--- config.mk ---
export PLATFORM = sky130hd
export DESIGN_NAME = button_tx_ctrl
export DESIGN_NICKNAME = d
export VERILOG_FILES = /design/src/rtl/uart_pkg.sv /design/src/rtl/tx_hold_reg.sv /design/src/rtl/button_tx_ctrl.sv
export SDC_FILE = /design/constraint.sdc
export NUM_CORES = 1
export LEC_CHECK = 0
export BUFFER_PORTS_ARGS = -buffer_cell sky130_fd_sc_hd__buf_2
export CAP_MARGIN = 20
export CORE_MARGIN = 1
export CORE_UTILIZATION = 45
export CTS_BUF_LIST = sky130_fd_sc_hd__clkbuf_16
export DETAILED_ROUTE_END_ITERATION = 8
export PLACE_DENSITY = 0.65
export RECOVER_POWER = 100
export REMOVE_ABC_BUFFERS = 1
export SLEW_MARGIN = 15
export SYNTH_ARGS = -nofsm -noshare
export SYNTH_HDL_FRONTEND = slang
export SYNTH_SLANG_ARGS = --single-unit
--- constraint.sdc ---
create_clock -name clk -period 5.3 [get_ports clk]
set_input_delay 1.06 -clock clk [delete_from_list [all_inputs] [get_ports clk]]
set_output_delay 1.06 -clock clk [all_outputs]
set_load 0.01 [all_outputs]
--- src/rtl/uart_pkg.sv ---
// Shared types and default byte codes for the button-to-UART message path.
package uart_pkg;

    typedef enum logic [1:0] {
        IDLE,
        HOLD,
        REPEAT
    } btn_state_t;

    localparam logic [7:0] PRESS_CODE_DEF   = 8'h50;
    localparam logic [7:0] RELEASE_CODE_DEF = 8'h52;
    localparam logic [7:0] REPEAT_CODE_DEF  = 8'h2B;

    function automatic int max_int(input int a, input int b);
        return (a > b) ? a : b;
    endfunction

endpackage

--- src/rtl/tx_hold_reg.sv ---
// One-entry valid/ready output register; a load is taken when empty or on a handshake cycle.
// A load offered while full and stalled is dropped and flagged by a one-cycle overrun pulse.
module tx_hold_reg #(
    parameter int W = 8
) (
    input  logic         clk,
    input  logic         rst,
    input  logic         load_vld,
    input  logic [W-1:0] load_dat,
    output logic         load_ok,
    output logic [W-1:0] out_dat,
    output logic         out_vld,
    input  logic         out_rdy,
    output logic         overrun
);

    logic xfer;

    assign xfer    = out_vld & out_rdy;
    assign load_ok = load_vld & (~out_vld | out_rdy);

    always_ff @(posedge clk) begin
        if (rst) begin
            out_dat <= '0;
            out_vld <= 1'b0;
            overrun <= 1'b0;
        end else begin
            overrun <= load_vld & out_vld & ~out_rdy;
            if (load_ok) begin
                out_dat <= load_dat;
                out_vld <= 1'b1;
            end else if (xfer) begin
                out_vld <= 1'b0;
            end
        end
    end

endmodule

--- src/rtl/button_tx_ctrl.sv ---
// Turns debounced button edges and hold time into PRESS/RELEASE/REPEAT bytes for the UART TX.
// Events reach tx_valid at the edge that first samples the new button level.
module button_tx_ctrl
    import uart_pkg::*;
#(
    parameter int          HOLD_CYCLES   = 100,
    parameter int          REPEAT_CYCLES = 20,
    parameter logic [7:0]  PRESS_CODE    = PRESS_CODE_DEF,
    parameter logic [7:0]  RELEASE_CODE  = RELEASE_CODE_DEF,
    parameter logic [7:0]  REPEAT_CODE   = REPEAT_CODE_DEF
) (
    input  logic       clk,
    input  logic       RST,
    input  logic       en,
    input  logic       button_in,
    output logic [7:0] tx_data,
    output logic       tx_valid,
    input  logic       tx_ready,
    output logic       overrun,
    output logic [7:0] press_count
);

    localparam int CNT_W = $clog2(max_int(HOLD_CYCLES, REPEAT_CYCLES));
    localparam logic [CNT_W-1:0] HOLD_LAST   = CNT_W'(HOLD_CYCLES - 1);
    localparam logic [CNT_W-1:0] REPEAT_LAST = CNT_W'(REPEAT_CYCLES - 1);

    logic             btn_q;
    logic             btn_press;
    logic             btn_release;
    btn_state_t       state;
    btn_state_t       state_nxt;
    logic [CNT_W-1:0] cnt;
    logic [CNT_W-1:0] cnt_nxt;
    logic             evt_vld;
    logic [7:0]       evt_dat;
    logic             evt_press;
    logic             load_ok;

    // Button is active low: a press is a 1->0 transition.
    assign btn_press   = btn_q & ~button_in;
    assign btn_release = ~btn_q & button_in;

    always_comb begin
        state_nxt = state;
        cnt_nxt   = cnt;
        evt_vld   = 1'b0;
        evt_dat   = 8'h00;
        evt_press = 1'b0;
        if (!en) begin
            state_nxt = IDLE;
            cnt_nxt   = '0;
        end else begin
            case (state)
                IDLE: begin
                    if (btn_press) begin
                        evt_vld   = 1'b1;
                        evt_dat   = PRESS_CODE;
                        evt_press = 1'b1;
                        state_nxt = HOLD;
                        cnt_nxt   = '0;
                    end
                end
                HOLD, REPEAT: begin
                    // Release wins over a repeat falling due in the same cycle.
                    if (btn_release) begin
                        evt_vld   = 1'b1;
                        evt_dat   = RELEASE_CODE;
                        state_nxt = IDLE;
                        cnt_nxt   = '0;
                    end else if (cnt == ((state == HOLD) ? HOLD_LAST : REPEAT_LAST)) begin
                        evt_vld   = 1'b1;
                        evt_dat   = REPEAT_CODE;
                        state_nxt = REPEAT;
                        cnt_nxt   = '0;
                    end else begin
                        cnt_nxt = cnt + CNT_W'(1);
                    end
                end
                default: begin
                    state_nxt = IDLE;
                    cnt_nxt   = '0;
                end
            endcase
        end
    end

    always_ff @(posedge clk) begin
        if (RST) begin
            btn_q       <= 1'b1;
            state       <= IDLE;
            cnt         <= '0;
            press_count <= 8'h00;
        end else begin
            btn_q <= button_in;
            state <= state_nxt;
            cnt   <= cnt_nxt;
            if (evt_press && load_ok) begin
                press_count <= press_count + 8'd1;
            end
        end
    end

    tx_hold_reg #(
        .W(8)
    ) u_hold (
        .clk     (clk),
        .rst     (RST),
        .load_vld(evt_vld),
        .load_dat(evt_dat),
        .load_ok (load_ok),
        .out_dat (tx_data),
        .out_vld (tx_valid),
        .out_rdy (tx_ready),
        .overrun (overrun)
    );

endmodule

; Word-level counts from Yosys, hierarchy flattened
; Cells that the tools add are included.
[totals]
regBits = 28
latchBits = 0
ramBits = 0
romBits = 0
input_bits = 5
elab_cells = 55
memories = 0
[op_classes]
n_addsub = 2
n_mul = 0
n_div = 0
magnitude_cmp = 0
eq_ne = 5
shift = 0
mux = 23
bitwise_logic = 12
n_reduce_logical = 6
[op_table]
columns = cell, n
row1 = two-way mux 7 bit, 7
row2 = case mux 7 bit (2 select lines), 2
row3 = adder 8 x 1 -> 8 bit (second input constant), 1
row4 = two-way mux 1 bit, 8
row5 = adder 7 x 1 -> 7 bit (second input constant), 1
row6 = == test 7 bit, 1
row7 = bitwise AND 1 bit, 6
row8 = two-way mux 2 bit, 3
row9 = two-way mux 6 bit, 1
row10 = inverter 1 bit, 5
row11 = case mux 2 bit (2 select lines), 1
row12 = OR reduction 2 bit, 2
row13 = != test 3 bit (second input constant), 1
row14 = == test 2 x 1 -> 1 bit (second input constant), 1
row15 = == test 2 bit (second input constant), 1
row16 = logical NOT 2 bit, 1
row17 = != test 2 bit (second input constant), 1
row18 = case mux 1 bit (2 select lines), 1
row19 = AND reduction 2 bit, 1
row20 = nonzero test 2 bit, 1
row21 = logical AND 1 bit, 1
row22 = bitwise OR 1 bit, 1

; Depth between registers and ports, before layout
[depth]
depth_word = 9
ltp_mapped = 8
ltp_nobuf = 6

; By module
; A second synthesis with hierarchy kept.
[unflattened]
cells_unflattened = 155
hier_area_um2 = 1387.6
[by_module_without_submodules]
columns = module, n_inst, cells_per_inst, area_per_inst_um2
row1 = button_tx_ctrl, 1, 114, 957.2
row2 = tx_hold_reg, 1, 41, 430.4

; Least setup slack after synthesis
; No wires, ideal clock.
[synth_timing]
path_kind = input-to-reg
from = in button_in
to = reg press_count[7]
setup_time_ps = 71
arrival_ps = 2332
slack_ps = 2897
path_stages = 5
path_buffers = 1
path_cell_list = nand3b_4 -> or3_1 -> clkbuf_2 -> or4_1 -> a21oi_1
[synth_via]
elab_chain_len = 7
elab_cells_between_ends = 11
cone_classes = 6 x mux / 4 x bitwise / 1 x reduce/logical
[synth_rtl]
columns = item, line_no
row1 = from (decl), button_tx_ctrl.sv:15  ; input logic button_in,
row2 = inverter 1 bit, button_tx_ctrl.sv:40  ; assign btn_press = btn_q & ~button_in;
row3 = bitwise AND 1 bit, button_tx_ctrl.sv:40
row4 = two-way mux 1 bit, button_tx_ctrl.sv:55  ; if (btn_press) begin
row5 = case mux 1 bit (2 select lines), button_tx_ctrl.sv:53  ; case (state)
row6 = two-way mux 1 bit, button_tx_ctrl.sv:49  ; if (!en) begin
row7 = bitwise AND 1 bit, tx_hold_reg.sv:20  ; assign load_ok = load_vld & (~out_vld | out_rdy);
row8 = logical AND 1 bit (*), button_tx_ctrl.sv:97  ; if (evt_press && load_ok) begin
row9 = to (signal assigned), button_tx_ctrl.sv:98  ; press_count <= press_count + 8'd1;
row10 = to (decl), button_tx_ctrl.sv:20  ; output logic [7:0] press_count
; Mark *: on every way between the ends. The rest lies on a longest branch, timed or not.
; A chain may end at the register's enable or synchronous reset.

; Worst setup path after layout
[layout_timing]
from = reg state[1]
to = reg cnt[4]
[layout_via]
elab_chain_len = 6
elab_cells_between_ends = 10
cone_classes = 4 x eq/ne / 4 x mux / 2 x reduce/logical
[layout_rtl]
columns = item, line_no
row1 = from (decl), button_tx_ctrl.sv:30  ; btn_state_t state;
row2 = from (signal assigned), button_tx_ctrl.sv:95  ; state <= state_nxt;
row3 = == test 2 x 1 -> 1 bit, "button_tx_ctrl.sv:53, button_tx_ctrl.sv:70"
row4 = two-way mux 7 bit, button_tx_ctrl.sv:70  ; end else if (cnt == ((state == HOLD) ? HOLD_LAST : REPEAT_LAST)) begin
row5 = == test 7 bit, button_tx_ctrl.sv:70
row6 = two-way mux 7 bit, button_tx_ctrl.sv:70
row7 = two-way mux 7 bit, button_tx_ctrl.sv:65  ; if (btn_release) begin
row8 = case mux 7 bit (2 select lines), button_tx_ctrl.sv:53
row9 = to (signal assigned), button_tx_ctrl.sv:96  ; cnt <= cnt_nxt;
row10 = to (decl), button_tx_ctrl.sv:32  ; logic [CNT_W-1:0] cnt;
; Several ways; a longest one is shown, not always the timed one.

==> impl_metrics.toml <==
[logic_synthesis]
synth_edf_count = 0
ys_ff_latch = 23
syn_inst = 135
async_reset_ff_frac = 0
ys.flop_type = "dfxtp_1"
synth_area_per_cell_um2 = 9.10
netlist_area_um2 = 1230
seq_area_frac_synth = 0.375
ys_types = 39
ys_warn_count = 0

[clocking]
cts_buffer_depth = 2
clk_latency_ps = 260
h-tree-depth = 1
post_cts_buffers = 0
clk_pin_slew_ps = 60
cts_sinks = 23
cts_hold_buf = 0
cts_tree = "done"
post_cts_resized = 0
root_buffer = "clkbuf_16"
cts_buffers = 3

[min_path]
hold_start = "u_hold.out_dat[1]"
holdPathStages = 2
holdPathEnd = "u_hold.out_dat[1]"
hp-class = "flop to flop"

[sta]
hold_viol_final = 0
setup_tns_ps = 0
fin_skew_ps = 2.40
rsz0062_at_grt = "no"
finalSetupViolCount = 0
tightest_slew_ps = 1490
slew_headroom = -0.0199
fmax_mhz = 338
post-route-period-util = 0.558
maxSlewViolCount = 1
worst_slack_ps = 2340
finalWorstPathRequiredPeriod_ps = 2960

[route]
drtPass1Iterations = 4
drtIter0Drc = 13
wl_per_cell_um = 12.6
routed_via_density = 5.40
vias = 978
routed_wl_um = 2280
drc = 0
ant_nets = 0

[finish]
finish.instance_area_um2 = 1330
antenna_cells = 0
layout_commonest_cell = "dfxtp_1"
fill_cells = 259
multi_input_comb_area_um2 = 652
synthToLayoutAreaGrowth_pct = 8.15
seqCellArea_um2 = 460
drive_gt1_frac = 0.0728
final_net_count = 162
final_cell_mix = "dfxtp_1 (23), clkbuf_1 (18), a21oi_1 (10)"
instances_no_fill = 181

[floorplanning]
start_util = 0.487
core_um2 = 2520
ios = 23
row_count = 18
dieArea_um2 = 2940
dieHeight_um = 54.3
die_x_um = 54.3

[status]
failed_checks = "capacitance limit, slew limit"
status = "complete, but fails checks"

[global_routing]
overflow = 0
grt_pass1_wl_um = 3540
grt_max_degree = 18
grt_usage = 0.176
grt_pass1_vias = 833
antenna_found_initial = 0

[setup_path]
rrSetupSlack_ps = 2340
required_ps = 5430
r2r_end = "cnt[4]"
cp.arrival_ps = 3090
worst-path-max-fanout = 7
worst-r2r-cell-count = 6
startpoint_type = "flop"
path_class = "flop to flop"
endpoint_kind = "flop"
regToRegStartpoint = "state[1]"

[place]
dp.cells = 177
gp_congestion = 0.803
place_area_um2 = 1310
port_buffers = 20
dpl.hpwl_um = 1670
dp_worst_setup_slack_ps = 2660

[job]
maxCapViolCount = 1

[pwr]
power_density_nw_per_um2 = 276
p_leak_uw = 0.000459
peakVddDrop_mv = 0.225
## cells in the mapped netlist (2+ instances only)
cell type | number | share of area
or2_2 | 2 | 0.010
nand2_1 | 9 | 0.027
nand3_1 | 3 | 0.012
or4_1 | 2 | 0.012
nor3_1 | 9 | 0.037
buf_4 | 6 | 0.037
nand2b_1 | 7 | 0.036
inv_1 | 6 | 0.018
nor2b_1 | 3 | 0.015
o21ai_0 | 4 | 0.016
a211oi_1 | 3 | 0.018
or3_1 | 4 | 0.020
xnor2_1 | 7 | 0.050
mux2i_1 | 4 | 0.033
xor2_1 | 2 | 0.014
nor2_1 | 6 | 0.018
dfxtp_1 | 23 | 0.37
a21oi_1 | 10 | 0.041
ha_1 | 5 | 0.051
## worst max-delay path by stage
stage	startpoint	endpoint	slack [ps]	depth (start not counted)
floorplan	button_in	press_count[7]	2930	4
global placement	button_in	press_count[7]	2760	5
detailed placement	button_in	press_count[7]	2660	5
CTS	button_in	press_count[7]	2940	5
global route	state[1]	cnt[0]	2230	6
finish	state[1]	cnt[4]	2340	6
## power breakdown
group	internal (uW)	switching, uW	total, uW
clock network	101	61.2	162
logic	9.58	16.9	26.5
registers	176	2.67	178
## per-stage QoR
stage | utilization | hold WS [ps] | power (uW)
2_1_floorplan | - | 490 | 201
3_3_place_gp | 0.520 | 463 | 210
3_5_place_dp | 0.520 | 469 | 210
4_1_cts | 0.552 | 483 | 371
5_1_grt | 0.527 | 518 | 378
6_report | 0.527 | 485 | 367
## routing by layer
metal	share of wire	track usage	wire length (um)
met4	0.022	0.0940	51
met1	0.46	0.190	1050
met2	0.46	0.293	1060
met5	0	0	0
met3	0.053	0.0694	122
## registers in the layout, indices dropped and copies added (netlist names)
name and cells:
u_hold.out_vld 1, state 2, press_count 8, u_hold.overrun 1
cnt 7, btn_q 1, u_hold.out_dat 3
## worst max-delay path, stage by stage, from the launching register on
cell,delay (ps)
dfxtp_1,360
inv_1,80
ha_1,190
or4b_1,490
a2111oi_0,1280
o21a_1,350
nor3_1,80
## cell type report
class,instances,area share
Clock buffer,3,0.0565
Clock inverter,1,0.00282
Inverter,6,0.0169
Multi-Input combinational cell,98,0.491
Sequential cell,23,0.347
Tap cell,30,0.0282
Timing Repair Buffer,20,0.0584
## kinds of logic after synthesis
family / count (synthesis) / share of synthesized area
AO/OA/AOI/OAI: 25 / 0.153
XOR/XNOR: 9 / 0.0642
adder cells (fa/ha/maj): 5 / 0.0509
buffers and inverters: 15 / 0.0652
flip-flops: 23 / 0.375
multiplexers: 5 / 0.0418
other: 1 / 0.00305
AND/OR/NAND/NOR: 52 / 0.247
Power figures use the tool's default switching activity.
